File: src/rtl/vdp_cpu_interface.sv
// CPU-side I/O responder for the V9918 core.
// Decodes the data port (IO_BASE) and the control port (IO_BASE+1), keeps the
// two-byte control latch, the auto-incrementing 14-bit VRAM address and the
// read-ahead buffer, and issues single-byte VRAM requests on the DRAM bus.
module vdp_cpu_interface #(
    parameter logic [7:0] IO_BASE = 8'h98
) (
    input  logic        clk,
    input  logic        reset,
    input  logic [15:0] bus_address,
    input  logic        bus_ioreq,
    input  logic        bus_write,
    input  logic        bus_valid,
    output logic        bus_ready,
    input  logic [7:0]  bus_wdata,
    output logic [7:0]  bus_rdata,
    output logic        bus_rdata_en,
    output logic [13:0] dram_address,
    output logic        dram_write,
    output logic        dram_valid,
    input  logic        dram_ready,
    output logic [7:0]  dram_wdata,
    input  logic [7:0]  dram_rdata,
    input  logic        dram_rdata_en,
    output logic        reg_write,
    output logic [2:0]  reg_num,
    output logic [7:0]  reg_data,
    input  logic [7:0]  status_in,
    output logic        status_read
);

    localparam logic [1:0] ST_IDLE    = 2'd0;
    localparam logic [1:0] ST_WR_REQ  = 2'd1;
    localparam logic [1:0] ST_RD_REQ  = 2'd2;
    localparam logic [1:0] ST_RD_WAIT = 2'd3;

    logic [1:0]  state;
    logic        latch_full;
    logic [7:0]  latch_byte;
    logic [13:0] vram_addr;
    logic [7:0]  read_buf;
    logic [7:0]  write_buf;

    logic        hit;
    logic        access;
    logic        is_ctrl;
    logic        unused_addr_hi;

    // The upper I/O address byte does not take part in the decode.
    assign unused_addr_hi = ^bus_address[15:8];

    assign hit       = (bus_address[7:1] == IO_BASE[7:1]);
    assign is_ctrl   = bus_address[0];
    assign bus_ready = (state == ST_IDLE);
    assign access    = bus_ioreq & bus_valid & hit & bus_ready;

    // DRAM request signals follow the FSM state directly, so an asynchronous
    // reset drops dram_valid in the same cycle without waiting for a clock.
    assign dram_valid   = (state == ST_WR_REQ) || (state == ST_RD_REQ);
    assign dram_write   = (state == ST_WR_REQ);
    assign dram_address = vram_addr;
    assign dram_wdata   = write_buf;

    // Bus access decode, control latch, address counter and DRAM request FSM.
    always_ff @(posedge clk or posedge reset) begin
        if (reset) begin
            state        <= ST_IDLE;
            latch_full   <= 1'b0;
            latch_byte   <= 8'h00;
            vram_addr    <= 14'h0000;
            read_buf     <= 8'h00;
            write_buf    <= 8'h00;
            bus_rdata    <= 8'h00;
            bus_rdata_en <= 1'b0;
            reg_write    <= 1'b0;
            reg_num      <= 3'd0;
            reg_data     <= 8'h00;
            status_read  <= 1'b0;
        end else begin
            bus_rdata_en <= 1'b0;
            reg_write    <= 1'b0;
            status_read  <= 1'b0;
            case (state)
                ST_IDLE: begin
                    if (access) begin
                        if (!is_ctrl) begin
                            latch_full <= 1'b0;
                            if (bus_write) begin
                                write_buf <= bus_wdata;
                                state     <= ST_WR_REQ;
                            end else begin
                                // Return the buffered byte, then fetch the next one.
                                bus_rdata    <= read_buf;
                                bus_rdata_en <= 1'b1;
                                state        <= ST_RD_REQ;
                            end
                        end else if (bus_write) begin
                            if (!latch_full) begin
                                latch_byte <= bus_wdata;
                                latch_full <= 1'b1;
                            end else begin
                                latch_full <= 1'b0;
                                if (bus_wdata[7]) begin
                                    reg_write <= 1'b1;
                                    reg_num   <= bus_wdata[2:0];
                                    reg_data  <= latch_byte;
                                end else begin
                                    vram_addr <= {bus_wdata[5:0], latch_byte};
                                    // Read setup primes the read-ahead buffer.
                                    if (!bus_wdata[6]) begin
                                        state <= ST_RD_REQ;
                                    end
                                end
                            end
                        end else begin
                            bus_rdata    <= status_in;
                            bus_rdata_en <= 1'b1;
                            status_read  <= 1'b1;
                            latch_full   <= 1'b0;
                        end
                    end
                end
                ST_WR_REQ: begin
                    if (dram_ready) begin
                        vram_addr <= vram_addr + 14'd1;
                        state     <= ST_IDLE;
                    end
                end
                ST_RD_REQ: begin
                    if (dram_ready) begin
                        vram_addr <= vram_addr + 14'd1;
                        state     <= ST_RD_WAIT;
                    end
                end
                ST_RD_WAIT: begin
                    if (dram_rdata_en) begin
                        read_buf <= dram_rdata;
                        state    <= ST_IDLE;
                    end
                end
                default: state <= ST_IDLE;
            endcase
        end
    end

endmodule

File: config.mk
export PLATFORM = sky130hd
export DESIGN_NAME = vdp_cpu_interface
export DESIGN_NICKNAME = d
export VERILOG_FILES = /design/src/rtl/vdp_cpu_interface.sv
export SDC_FILE = /design/constraint.sdc
export NUM_CORES = 1
export LEC_CHECK = 0
export BUFFER_PORTS_ARGS = -buffer_cell sky130_fd_sc_hd__clkbuf_2
export CAP_MARGIN = 20
export CORE_ASPECT_RATIO = 0.5
export CORE_MARGIN = 1.5
export CORE_UTILIZATION = 40
export DETAILED_ROUTE_END_ITERATION = 16
export GPL_TIMING_DRIVEN = 1
export PLACE_DENSITY = 0.71
export SYNTH_ARGS = -nofsm -noshare
export SYNTH_HDL_FRONTEND = slang
export SYNTH_SLANG_ARGS = --single-unit
export TNS_END_PERCENT = 10
File: constraint.sdc
create_clock -name clk -period 6 [get_ports clk]
set_clock_uncertainty 0.2 [all_clocks]
set_input_delay 1.2 -clock clk [delete_from_list [all_inputs] [get_ports clk]]
set_output_delay 1.2 -clock clk [all_outputs]
set_load 0.02 [all_outputs]
==> results of run 1 <==
-- flip-flops by register name, summed over array words and instances (netlist names) --
name,flops
latch_byte,8
latch_full,1
reg_num,3
read_buf,8
reg_data,8
state,2
bus_rdata_en,1
dram_wdata,8
dram_address,14
reg_write,1
bus_rdata,8
status_read,1
-- per-layer routing --
| metal | vias to the layer above | global-route usage [%] | share of wire [%] |
|---|---|---|---|
| li1 | 1123 | - | - |
| met1 | 1208 | 23.2 | 41 |
| met2 | 97 | 32.2 | 50 |
| met3 | 10 | 6.03 | 7.4 |
| met4 | 0 | 8.91 | 1.4 |
| met5 | - | 0 | 0 |
-- final cells by class --
cell class | count | area (sq um) | area share [%]
flip-flops and latches | 63 | 1580 | 40.6
multi-input cells | 165 | 1400 | 36.1
repair buffers | 88 | 448 | 11.5
clock buffers | 10 | 239 | 6.15
well taps | 96 | 120 | 3.09
clock inverters | 6 | 68.8 | 1.77
inverters | 8 | 30.0 | 0.773
-- through the flow --
| stage | hold slack [ps] | setup WS [ps] |
|---|---|---|
| 2_1_floorplan | 275 | 2800 |
| 3_3_place_gp | 283 | 2480 |
| 3_5_place_dp | 295 | 2420 |
| 4_1_cts | 308 | 2380 |
| 5_1_grt | 328 | 2120 |
| 6_report | 304 | 2260 |
-- where the power goes --
| group | switching, mW | total, mW | internal (mW) |
|---|---|---|---|
| Sequential | 0.0958 | 0.608 | 0.512 |
| Combinational | 0.413 | 0.695 | 0.282 |
| Clock | 0.193 | 0.527 | 0.334 |
| Total | 0.702 | 1.83 | 1.13 |
-- logic make-up (layout without fill, tap and decap cells) --
logic type	after synthesis	after routing	synth area share (%)
flops	63	63	51.6
mux	56	56	20.6
simple gates	56	56	11.3
compound gates	47	47	11.6
buf+inv	19	112	2.46
fa+ha+maj	6	6	2.46
-- worst max path at each step --
stage	to	start	slack, ps
6_report	dram_address[1]	state[0]	2260
5_1_grt	dram_address[1]	state[0]	2120
4_1_cts	dram_address[1]	state[0]	2380
3_5_place_dp	dram_address[1]	state[0]	2420
3_3_place_gp	dram_address[1]	state[0]	2480
2_1_floorplan	reg_num[0]	bus_address[6]	2800
-- cell usage in the layout (no fill, tap or decap), types with 3 or more instances in the layout --
master     count
dfrtp_1       63
nand2b_1       4
buf_4          3
o22ai_1        6
nand3_1       15
mux2_2        53
nor2_1         3
nor3_1         4
o21ai_0        6
clkbuf_2      85
or4_1          3
ha_1           6
and3_1         3
a211oi_1       3
inv_1          5
a21oi_1        4
a221oi_1       7
clkbuf_16      9
nand2_1        7
nand4_1        4
a2bb2oi_1     10
==> flow_metrics.tcl, run 1 <==
set metrics [dict create \
    finalWeightedCongestion 0.835 \
    crit_path_start_kind "flop" \
    cts_buffer_depth 2 \
    post_cts_buffers 0 \
    io_pins 94 \
    max_stage_delay_ps 920 \
    synth_top_cell_area_share_pct 51.6 \
    dieWidth_microns 127 \
    critical_path_required_ps 6010 \
    path_clk_slew_ps 60 \
    synth_cells 247 \
    maxCapViolCount 0 \
    crit_cells 7 \
    synth_commonest_cells "dfrtp_1, mux2_2, nand3_1, a2bb2oi_1" \
    critPathKind "reg2reg" \
    cts_tree "done" \
    antenna_found_initial 0 \
    netlist_area_sq_um 3050 \
    rsz0062_at_grt "no" \
    cts_resized 0 \
    hold_start "read_buf[5]" \
    status "completed" \
    path_max_fanout 32 \
    ys_seq_area_share_pct 51.6 \
    critPathBufInv 3 \
    placed_area_sq_um 3580 \
    num_antenna_cells 0 \
    core_area_sq_um 7350 \
    synth.ff_latch_count 63 \
    drt-initial-drc-count 182 \
    r2r_cells 7 \
    synthMostInstantiatedCell "dfrtp_1" \
    reg2reg_from "state[0]" \
    setup_violations 0 \
    grt_overflow 0 \
    numCtsBuffers 9 \
    grt_max_degree 64 \
    synth_top_cell_by_area "dfrtp_1" \
    dr_total_vias 2438 \
    grt_pass1_wl_microns 12100 \
    finalCritPeriodShare_pct 62.3 \
    die-height_microns 64.8 \
    hold_violations 0 \
    whs_endpoint "read_buf[5]" \
    final_net_count 388 \
    drt_drc_violations_left 0 \
    dp_cells 420 \
    ctsRootBufferMaster "clkbuf_16" \
    synthTopCellsByArea "dfrtp_1, mux2_2, a2bb2oi_1" \
    drtPass1Iterations 5 \
    fillCellCount 638 \
    avgSynthCellArea_sq_um 12.4 \
    power_density_nw_per_um2 471 \
    setup.worst_path.end_class "flop" \
    place_hpwl_microns 5300 \
    min_period_ps 3740 \
    rr_endpoint "dram_address[1]" \
    start_util_pct 41.6 \
    drive_above_1_share_pct 47.9 \
    yosysWarnings 0 \
    hold_buffers 0 \
    hold_path_class "reg2reg" \
    finalSetupTns_ps 0 \
    synth_fp_nets 300 \
    crit_family "compound AO/OA/AOI/OAI gates" \
    dieArea_sq_um 8200 \
    ant_nets 0 \
    port_buffers 85 \
    fmax_ghz 0.267 \
    crit_slowest_cell "ha_1" \
    ir_drop_v 0.000215 \
    final_max_slew_viol_count 0 \
    syn2layout_area_growth_pct 27.2 \
    power_mw 1.83 \
    synth.lib_cells_used.distinct 44 \
    hold_depth 1 \
    synth_edf_count 0 \
    worst_pin_slew_ps 961 \
    leakage_nw 1.90 \
    cts_max_level 3 \
    insertion_delay_ps 330 \
    wl_microns 7480 \
    clock-sinks 63 \
    post_drt_wl_per_cell_microns 17.2 \
    fp-row-count 22 \
    maxSlewHeadroom_pct 36.0 \
    grt_pass1_vias 2445 \
    grt_usage_pct 19.3 \
    finalNonFillerCells 436 \
    arrival_ps 3750 \
    synth_ff_type "dfrtp_1" \
    final_area_sq_um 3880 \
    reg2reg_slack_ps 2260 \
    final_util_pct 52.9 \
    crit_chain "inv_1 -> ha_1 -> clkinv_1 -> a21boi_1 -> a21oi_1 -> buf_4 -> mux2_2" \
    synth-async-reset-ratio_pct 100 \
    vias_per_cell 5.59 \
]
Power figures use the tool's default switching activity.
==> inputs of run 2 (changes only) <==
--- a/config.mk
+++ b/config.mk
@@ -12,7 +12,7 @@
 export CORE_UTILIZATION = 40
 export DETAILED_ROUTE_END_ITERATION = 16
 export GPL_TIMING_DRIVEN = 1
-export PLACE_DENSITY = 0.71
+export PLACE_DENSITY = 0.73
 export SYNTH_ARGS = -nofsm -noshare
 export SYNTH_HDL_FRONTEND = slang
 export SYNTH_SLANG_ARGS = --single-unit
==> constraint.sdc (replaced) <==
create_clock -name clk -period 3.3 [get_ports clk]
set_clock_uncertainty 0.2 [all_clocks]
set_input_delay 0.66 -clock clk [delete_from_list [all_inputs] [get_ports clk]]
set_output_delay 0.66 -clock clk [all_outputs]
set_load 0.02 [all_outputs]
==> run 2 against run 1 <==
Against the previous run: die area unchanged; largest cell class unchanged; total power up 77%; first-iteration DRC count down 12%; combinational power up 86%; critical path depth down 1.
==> flow_metrics.tcl, run 2 (synthesis results as in run 1) <==
set metrics [dict create \
    status "completed" \
    vias_per_cell 5.53 \
    hold_violations 0 \
    largest_reg_flops 14 \
    hold_path_class "in2async" \
    final_cell_mix "clkbuf_2, dfrtp_1, mux2_2" \
    io_pins 94 \
    setup_violations 0 \
    finalCritPeriodShare_pct 84.0 \
    final_area_sq_um 3890 \
    num_antenna_cells 0 \
    grt_max_degree 31 \
    place_hpwl_microns 5590 \
    p_clk_share_pct 26.1 \
    p_switching_mw 1.25 \
    power_density_nw_per_um2 835 \
    wl_microns 7610 \
    switching_share_pct 38.5 \
    placed_area_sq_um 3620 \
    final_net_count 394 \
    setup.worst_path.end_class "flop" \
    drt_drc_violations_left 0 \
    hold_buffers 0 \
    dieArea_sq_um 8200 \
    crit_slowest_cell "or4_1" \
    drive_above_1_share_pct 48.4 \
    drt-initial-drc-count 161 \
    path_max_fanout 8 \
    numCtsBuffers 9 \
    rsz0062_at_grt "no" \
    cts_max_level 3 \
    grt_pass1_vias 2549 \
    port_buffers 85 \
    setup_slack_ps 529 \
    crit_chain "inv_1 -> ha_1 -> inv_2 -> or4_1 -> nor3b_4 -> mux2_2" \
    critical_path_required_ps 3310 \
    startpoint "state[1]" \
    rr_endpoint "dram_wdata[6]" \
    insertion_delay_ps 330 \
    drtPass1Iterations 6 \
    max_stage_delay_ps 710 \
    worst_pin_slew_ps 631 \
    die-height_microns 64.8 \
    post_drt_wl_per_cell_microns 17.3 \
    syn2layout_area_growth_pct 27.3 \
    grt_usage_pct 20.3 \
    grt_pass1_wl_microns 12700 \
    dieWidth_microns 127 \
    seqPwrFrac_pct 34.1 \
    fmax_ghz 0.361 \
    reg2reg_slack_ps 530 \
    comb_power_share_pct 39.8 \
    ir_drop_v 0.000438 \
    grt_overflow 0 \
    fp-row-count 22 \
    cts_buffer_depth 2 \
    antenna_found_initial 0 \
    crit_path_start_kind "flop" \
    reg2reg_from "state[1]" \
    min_period_ps 2770 \
    power_mw 3.24 \
    finalWeightedCongestion 0.890 \
    ant_nets 0 \
    clock-sinks 63 \
    core_area_sq_um 7350 \
    pre_cts_ws_ps 365 \
    ctsRootBufferMaster "clkbuf_16" \
    p_int_mw 1.99 \
    cts_tree "done" \
    arrival_ps 2780 \
    leakage_nw 1.91 \
    dr_total_vias 2440 \
    critPathKind "reg2reg" \
    start_util_pct 41.6 \
    cts_resized 0 \
    final_max_slew_viol_count 0 \
    layout_commonest_cell "clkbuf_2" \
    post_cts_buffers 0 \
    maxSlewHeadroom_pct 57.9 \
    maxCapViolCount 0 \
    finalSetupTns_ps 0 \
    path_clk_slew_ps 50 \
    r2r_cells 6 \
]
run 2: worst max path at each step:
stage / end / slack (ps) / depth (start not counted)
after floorplan: reg_num[0] / 520 / 8
after global placement: dram_wdata[6] / 420 / 5
after detailed placement: dram_wdata[6] / 360 / 5
after CTS: dram_wdata[6] / 540 / 6
after global routing: dram_wdata[7] / 370 / 6
final: dram_wdata[6] / 530 / 6
run 2: through the flow:
| step | util, % | hold WS (ps) | cells |
|---|---|---|---|
| after global placement | 49.3 | 284 | 426 |
| after global routing | 52.9 | 245 | 441 |
| after detailed placement | 49.3 | 293 | 426 |
| after floorplan | - | 275 | 247 |
| final | 52.9 | 194 | 441 |
| after CTS | 52.9 | 210 | 441 |
run 2: layer usage:
layer	global-route usage, %	vias to the layer above	wire length, microns
li1	-	1132	-
met1	24.7	1213	3210
met2	33.5	82	3780
met3	6.94	13	488
met4	8.48	0	131
met5	0	-	0
run 2: power groups by stage:
| stage | Clock [mW] | Combinational (mW) | Sequential, mW |
|---|---|---|---|
| floorplan | 0 | 0.831 | 1.17 |
| global placement | 0 | 1.24 | 1.10 |
| detailed placement | 0 | 1.28 | 1.11 |
| CTS | 0.869 | 1.29 | 1.10 |
| global route | 0.905 | 1.42 | 1.13 |
| finish | 0.845 | 1.29 | 1.11 |
run 2: cell type report:
type / instances / area (sq um)
clock buffers: 11 / 243
multi-input cells: 165 / 1400
flip-flops and latches: 63 / 1580
inverters: 8 / 30.0
repair buffers: 94 / 493
clock inverters: 4 / 22.5
fillers: 612 / 3460
well taps: 96 / 120
run 2: critical path: cells and delay by family, from the launching register on:
kind,cells,cell delay (ps)
mux,1,400
flops,1,400
buf+inv,2,210
simple gates,2,1250
fa+ha+maj,1,200
